**config.mk**
```make
export PLATFORM = sky130hd
export DESIGN_NAME = print_output_arbiter_n
export DESIGN_NICKNAME = d
export VERILOG_FILES = /design/src/rtl/print_output_arbiter_n.sv
export SDC_FILE = /design/constraint.sdc
export NUM_CORES = 1
export LEC_CHECK = 0
export BUFFER_PORTS_ARGS = -buffer_cell sky130_fd_sc_hd__buf_2
export CAP_MARGIN = 20
export CORE_MARGIN = 2
export CORE_UTILIZATION = 35
export DETAILED_ROUTE_END_ITERATION = 16
export GPL_TIMING_DRIVEN = 0
export SYNTH_ARGS = -nofsm -noshare
export SYNTH_HDL_FRONTEND = slang
export SYNTH_SLANG_ARGS = --single-unit
```
**constraint.sdc**
```tcl
create_clock -name clk -period 2.5 [get_ports clk]
set_clock_uncertainty 0.15 [all_clocks]
set_input_delay 0.375 -clock clk [delete_from_list [all_inputs] [get_ports clk]]
set_output_delay 0.375 -clock clk [all_outputs]
set_load 0.03 [all_outputs]
```
**src/rtl/print_output_arbiter_n.sv**
```systemverilog
`default_nettype none
// ============================================================================
// Module   : print_output_arbiter_n
// Purpose  : Round-robin arbiter for NUM_CORES hex-print requesters feeding a
//            core-ID-tagged FIFO drained by chip_controller (valid/ack).
// Revision : 1.0 - initial release
// ============================================================================
module print_output_arbiter_n #(
  parameter int NUM_CORES  = 2,
  parameter int DATA_W     = 32,
  parameter int FIFO_DEPTH = 4,
  localparam int ID_W      = (NUM_CORES > 1) ? $clog2(NUM_CORES) : 1,
  localparam int CNT_W     = $clog2(FIFO_DEPTH + 1)
) (
  input  logic                        clk,
  input  logic                        reset,
  input  logic [NUM_CORES-1:0]        req_core,
  input  logic [NUM_CORES*DATA_W-1:0] data_core,
  output logic [NUM_CORES-1:0]        is_ready_core,
  output logic                        print_hex_enable,
  output logic [DATA_W-1:0]           print_output,
  output logic [ID_W-1:0]             print_core_id,
  input  logic                        print_ack,
  output logic [CNT_W-1:0]            fifo_level
);

  localparam int c_ptr_w = $clog2(FIFO_DEPTH);
  localparam int c_ent_w = ID_W + DATA_W;

  logic [c_ent_w-1:0]   r_mem [FIFO_DEPTH];
  logic [c_ptr_w-1:0]   r_wr_ptr;
  logic [c_ptr_w-1:0]   r_rd_ptr;
  logic [CNT_W-1:0]     r_level;
  logic                 r_hex_en;
  logic [NUM_CORES-1:0] r_ready;
  logic [ID_W-1:0]      r_last_grant;

  logic [NUM_CORES-1:0] w_elig;
  logic [ID_W-1:0]      w_cand;
  logic [ID_W-1:0]      w_grant;
  logic                 w_grant_valid;
  logic                 w_full;
  logic                 w_push;
  logic                 w_pop;
  logic [CNT_W-1:0]     w_level_nxt;
  logic [c_ent_w-1:0]   w_head;

  // A core is masked in its own ack cycle so a held request is not taken twice
  assign w_elig = req_core & ~r_ready;

  // Walk offsets from farthest to nearest so the nearest eligible core wins
  always_comb begin
    w_grant_valid = 1'b0;
    w_grant       = '0;
    w_cand        = '0;
    for (int k = NUM_CORES; k >= 1; k--) begin
      w_cand = ID_W'((int'(r_last_grant) + k) % NUM_CORES);
      if (w_elig[w_cand]) begin
        w_grant_valid = 1'b1;
        w_grant       = w_cand;
      end
    end
  end

  assign w_full = (r_level == CNT_W'(FIFO_DEPTH));
  assign w_push = w_grant_valid && !w_full;
  assign w_pop  = r_hex_en && print_ack;

  always_comb begin
    w_level_nxt = r_level;
    case ({w_push, w_pop})
      2'b10:   w_level_nxt = r_level + CNT_W'(1);
      2'b01:   w_level_nxt = r_level - CNT_W'(1);
      default: w_level_nxt = r_level;
    endcase
  end

  always_ff @(posedge clk or posedge reset) begin
    if (reset) begin
      r_wr_ptr     <= '0;
      r_rd_ptr     <= '0;
      r_level      <= '0;
      r_hex_en     <= 1'b0;
      r_ready      <= '0;
      r_last_grant <= ID_W'(NUM_CORES - 1);
    end else begin
      r_ready <= '0;
      if (w_push) begin
        r_wr_ptr         <= r_wr_ptr + c_ptr_w'(1);
        r_last_grant     <= w_grant;
        r_ready[w_grant] <= 1'b1;
      end
      if (w_pop) begin
        r_rd_ptr <= r_rd_ptr + c_ptr_w'(1);
      end
      r_level  <= w_level_nxt;
      r_hex_en <= (w_level_nxt != '0);
    end
  end

  // Storage needs no reset; the head is gated to zero while the queue is empty
  always_ff @(posedge clk) begin
    if (w_push) begin
      r_mem[r_wr_ptr] <= {w_grant, data_core[int'(w_grant)*DATA_W +: DATA_W]};
    end
  end

  assign w_head           = r_hex_en ? r_mem[r_rd_ptr] : '0;
  assign print_output     = w_head[DATA_W-1:0];
  assign print_core_id    = w_head[c_ent_w-1:DATA_W];
  assign print_hex_enable = r_hex_en;
  assign fifo_level       = r_level;
  assign is_ready_core    = r_ready;

endmodule
`default_nettype wire
```
# Word level (Yosys, flattened, before mapping)
# Memory sizes are Yosys's and may differ from the RTL's.
# Cells that the tools add are included.
[word_totals]
reg_bits = 11
ram_bits = 132
out_inout_bits = 39
wordCells = 43
n_memories = 1
[memory_table]
columns = ["name", "words", "word_bits", "rd", "rd_ports_with_merged_regs", "wr", "line", "source"]
rows = [
  ["r_mem", 4, 33, 1, 0, 1, "30", "logic [c_ent_w-1:0] r_mem [FIFO_DEPTH];"],
]
[classes]
addsub = 6
n_lt_le_gt_ge = 4
eq_ne = 3
shifts = 1
mux = 15
bitwise_logic = 2
reduce_logical = 5
[ops]
columns = ["op", "count"]
rows = [
  ["64-bit by 7-bit indexed part select with 32-bit output", 1],
  ["33-bit two-way mux", 1],
  ["1-bit two-way mux", 11],
  ["1-bit by 2-bit < comparator with 1-bit output, second input constant", 3],
  ["3-bit one-hot mux with 2 select lines", 1],
  ["2-bit by 1-bit adder with 2-bit output, second input constant", 2],
  ["3-bit by 1-bit adder with 3-bit output, second input constant", 1],
  ["3-bit == test, second input constant", 1],
  ["1-bit logical AND", 3],
  ["3-bit nonzero test", 1],
  ["3-bit by 1-bit subtractor with 3-bit output, second input constant", 1],
  ["1-bit adder, second input constant", 2],
  ["2-bit bitwise AND", 1],
  ["2-bit by 1-bit == test with 1-bit output, second input constant", 1],
  ["2-bit == test, second input constant", 1],
  ["2-bit two-way mux", 1],
  ["2-bit inverter", 1],
  ["1-bit demux with 1-bit select", 1],
  ["1-bit greater-or-equal comparator, second input constant", 1],
  ["1-bit logical NOT", 1],
]

# Longest topological paths before layout
[depth]
ltp_word = 11
mapped_depth = 8
ltp_nobuf = 8

# Worst setup path before layout
# No wires, ideal clock.
[synth_timing]
kind = "register to register"
start = "register r_ready[0], in the netlist is_ready_core[0]"
end = "register r_hex_en, in the netlist print_hex_enable"
t_arrival_ns = 2.192
t_required_ns = 2.213
path_slack_ns = 0.021
stages_incl_launch_ff = 9
synth_period_minus_slack_ns = 2.479
cell_sequence = "dfrtp_1 > nand2b_1 > a22oi_2 > inv_1 > ha_1 > fa_1 > mux2_2 > nor2_1 > o211ai_1"
[synth_via]
elab_chain_cells = 10
word_cells_on_any_way = 13
classes_between = "eq/ne: 2; mux: 7; bitwise: 2; reduce/logical: 2"
[synth_lines]
columns = ["item", "line", "source"]
rows = [
  ["start: declaration", "35", "logic [NUM_CORES-1:0] r_ready;"],
  ["start signal: assignment", "84", "r_ready <= '0;"],
  ["start signal: assignment", "87", "r_ready <= '0;"],
  ["start signal: indexed assignment", "91", "r_ready[w_grant] <= 1'b1;"],
  ["2-bit inverter (*)", "49", "assign w_elig = req_core & ~r_ready;"],
  ["2-bit bitwise AND (*)", "49", ""],
  ["1-bit two-way mux (not written as such) (2 in a row)", "58", "if (w_elig[w_cand]) begin"],
  ["1-bit two-way mux", "58", ""],
  ["1-bit two-way mux (*)", "58", ""],
  ["1-bit logical AND (*)", "66", "assign w_push = w_grant_valid && !w_full;"],
  ["2-bit by 1-bit == test with 1-bit output / 2-bit == test (equally long branches)", "71", "case ({w_push, w_pop})"],
  ["3-bit one-hot mux with 2 select lines (*)", "71", ""],
  ["via w_level_nxt[1]", "45", "logic [CNT_W-1:0] w_level_nxt;"],
  ["3-bit nonzero test (*)", "97", "r_hex_en <= (w_level_nxt != '0);"],
  ["end signal: assignment", "97", ""],
  ["end: declaration", "34", "logic r_hex_en;"],
]
# Mark *: on every way through the listed nets, which the timed path passes. The rest lies on a longest branch. The select of a mux whose other input is x is not followed.
# A chain may end at the register's enable or synchronous reset.

# Worst setup path after layout
[layout_timing]
start = "register r_rd_ptr[0]"
end = "output port print_output[2]"
[layout_via]
elab_chain_cells = 2
[layout_lines]
columns = ["item", "line", "source"]
rows = [
  ["start: declaration", "32", "logic [c_ptr_w-1:0] r_rd_ptr;"],
  ["start signal: assignment", "94", "r_rd_ptr <= r_rd_ptr + c_ptr_w'(1);"],
  ["memory 4 x 33 bit", "n/a", ""],
  ["33-bit two-way mux", "108", "assign w_head = r_hex_en ? r_mem[r_rd_ptr] : '0;"],
  ["end: declaration", "21", "output logic [DATA_W-1:0] print_output,"],
]
# No other way between the ends.

==> metrics.md <==
| Metric | Value |
|---|---|
| Cells after DPL | `623` |
| Area of the mapped netlist | `6013 sq um` |
| Pwr dens | `1422 nW/um^2` |
| Die width | `135.1 um` |
| 1st-iter DRT viols | `121` |
| Row cnt | `47` |
| DR vias | `3096` |
| First-pass GRT wire length | `18350 um` |
| Type of origin of the critical path | `register` |
| Clock Sinks | `143` |
| Unrepaired setup endpoints after global routing | `true` |
| Vias in the first global route | `3381` |
| Syn Nets | `367` |
| Leakage | `2.879 nW` |
| Syn_area_per_cell | `20.59 sq um` |
| Final core utilization | `46.88%` |
| Detail Placement HPWL | `7697 um` |
| Area Overhead vs Synth | `30.21%` |
| Library cells used by synthesis | `26` |
| GPL Wtd Cong | `0.6934` |
| Initial Util | `36.01%` |
| Finished Cell Area | `7830 sq um` |
| Die Y | `135.1 um` |
| Synthesized flop and latch total | `143` |
| Max IR drop VDD | `0.7113 mV` |
| Worst slew pin tran | `0.5260 ns` |
| Max FO, Critical Path | `4` |
| Critical setup path kind | `reg2out` |
| GRT Total Usage | `14.04%` |
| Worst hold stages | `2` |
| Outcome | `completed` |
| CTS tree | `yes` |
| WL/cell | `18.52 um` |
| Non-Filler Instances | `664` |
| Reg2reg path depth | `8` |
| Reg clk slew, reported paths | `0.06 ns` |
| CTS Root Cell | `clkbuf_16` |
| Initial antenna violation count | `0` |
| Full die area | `18250 sq um` |
| Diodes inserted | `0` |
| Ys Warns | `0` |
| Pins over their slew limit | `0` |
| Depth of the CTS H-tree | `4` |
| Clock latency on the worst-skew pair | `0.42 ns` |
| Register area share after synthesis | `70.52%` |
| WP data arrival | `1.94 ns` |
| Final wirelength | `12300 um` |
| DRC | `0` |
| Port bufs | `107` |
| Pin count of the biggest net entering global routing | `27` |
| Final nets | `506` |
| Gate Count Post-Synth | `292` |
| CP required | `1.98 ns` |
| Clk buf depth | `2` |
| Fin crit share | `98.80%` |
| Max Cap Violations | `0` |
| Setup-failing EPs final | `0` |
| Critical path endpoint category | `output port` |
| Final hold vios | `0` |
| Fin crit period | `2.470 ns` |
| Max frequency | `404.9 MHz` |
| Placed cell area | `6909 sq um` |
| Boundary Pins | `108` |
| Average via count per standard cell | `4.663` |
| Hold crit path type | `in2reg` |
| ANT nets after route | `0` |
| Core Region | `16700 sq um` |
| Layout cells sized above 1 | `55.18%` |
| TritonCTS buffer count | `17` |
| GRT overflow | `0` |
| Worst rel slew slack | `64.94%` |
| TritonRoute pass-1 iters | `4` |
[through the flow]
step                      hold slack [ns]  setup slack (ns)  TNS, ns  total power [mW]
after floorplan                   0.07672           0.02123        0             6.631
after global placement             0.2398           -0.6048   -76.69             7.736
after detailed placement           0.2479          -0.08957  -0.1431             7.892
after CTS                          0.1422          0.001227        0             10.82
after global routing               0.1571          -0.03270  -0.1062             11.70
final                              0.1594           0.03012        0             11.13
[cells in the final DEF (no fill, tap or decap), drive strengths merged, types with 2 or more instances in the layout]
cell type,Yosys,layout
and2,39,39
buf,10,126
bufinv,0,5
clkbuf,4,24
clkinv,0,5
clkinvlp,0,4
dfrtp,10,10
edfxtp,132,132
ha,5,5
inv,5,6
mux2,35,35
mux4,33,33
nand2b,2,2
nor2,3,3
o21ai,2,2
xnor2,4,4
[cells by family after synthesis]
family,after synthesis,synth area share (%)
DFF,143,70.52
AOI/OAI and AO/OA,5,0.8531
xor gates and xnor gates,5,0.7282
muxes,68,19.23
and+or+nand+nor,46,4.744
buffers and inverters,19,2.559
adders and majority gates,6,1.373
[final timing paths]
check	startpoint	to	slack, ns
max	r_rd_ptr[0]$_DFFE_PP0P_	print_output[2]	0.03
max reg2reg	is_ready_core[1]$_DFF_PP0_	print_hex_enable$_DFF_PP0_	0.20
min in group asynchronous	reset	r_rd_ptr[1]$_DFFE_PP0P_	0.35
min	data_core[30]	r_mem[3][30]$_DFFE_PP_	0.16
min reg2reg	r_wr_ptr[1]$_DFFE_PP0P_	r_wr_ptr[1]$_DFFE_PP0P_	0.42
max in group asynchronous	reset	r_last_grant$_DFFE_PP1P_	1.52
[power breakdown]
part	total [mW]	switching, mW	internal [mW]
Sequential	3.69	0.207	3.48
Combinational	4.73	2.50	2.22
Clock	2.71	0.951	1.76
[Yosys cell counts]
master	number	area, sq um
a31oi_4	1	21.27
edfxtp_1	132	3964
clkbuf_1	4	15.01
buf_2	3	15.01
a22oi_2	1	12.51
o211ai_1	1	7.510
mux4_1	5	131.4
and2_1	39	244.0
nand2b_1	1	6.260
xor2_1	1	8.760
xnor2_1	4	35.03
dfrtp_1	10	250.2
nand2_1	1	3.750
nand2b_4	1	13.76
nor2_1	3	11.26
buf_12	3	60.06
mux4_2	28	630.6
dfstp_2	1	26.28
mux2_1	2	22.52
fa_1	1	20.02
o21ai_0	2	10.01
inv_1	5	18.77
or2_2	1	6.260
ha_1	5	62.56
mux2_2	33	371.6
buf_6	4	45.04
[repair_timing]
action,in CTS,in global routing
hold buffers,1,0
endpoints found under the setup margin,31,29
buffers inserted,3,2
hold endpoints to repair,10,0
resized for setup,20,48
pin swaps,1,0
gates cloned,0,4
[layout make-up]
class	instances	area (sq um)
buffer	13	147.6
clock buffer	17	425.4
clock inverter	15	217.7
fill	1469	8871
inverter	5	18.77
multi-input combinational	130	1635
sequential	143	4242
tap	220	275.3
timing repair buffer	121	868.3
[per-layer routing]
layer | share of wire [%] | track usage, % | wire, um | vias to the layer above
met5 | 0 | 0 | 0 | -
met4 | 1.4 | 5.787 | 178 | 0
met3 | 5.4 | 3.604 | 665 | 13
met2 | 51 | 24.22 | 6269 | 91
met1 | 42 | 16.79 | 5183 | 1551
li1 | - | - | - | 1441
[flip-flops by register name, summed over array words and instances, names as in the netlist]
name              count
r_mem               132
r_last_grant          1
print_hex_enable      1
r_wr_ptr              2
fifo_level            3
r_rd_ptr              2
is_ready_core         2
[critical path, stage by stage, from the launching register on]
cell,delay (ns)
dfrtp_2,0.38
buf_4,0.12
clkbuf_16,0.13
mux4_1,0.53
and2_1,0.18
buf_2,0.17
Power figures use the tool's default switching activity.
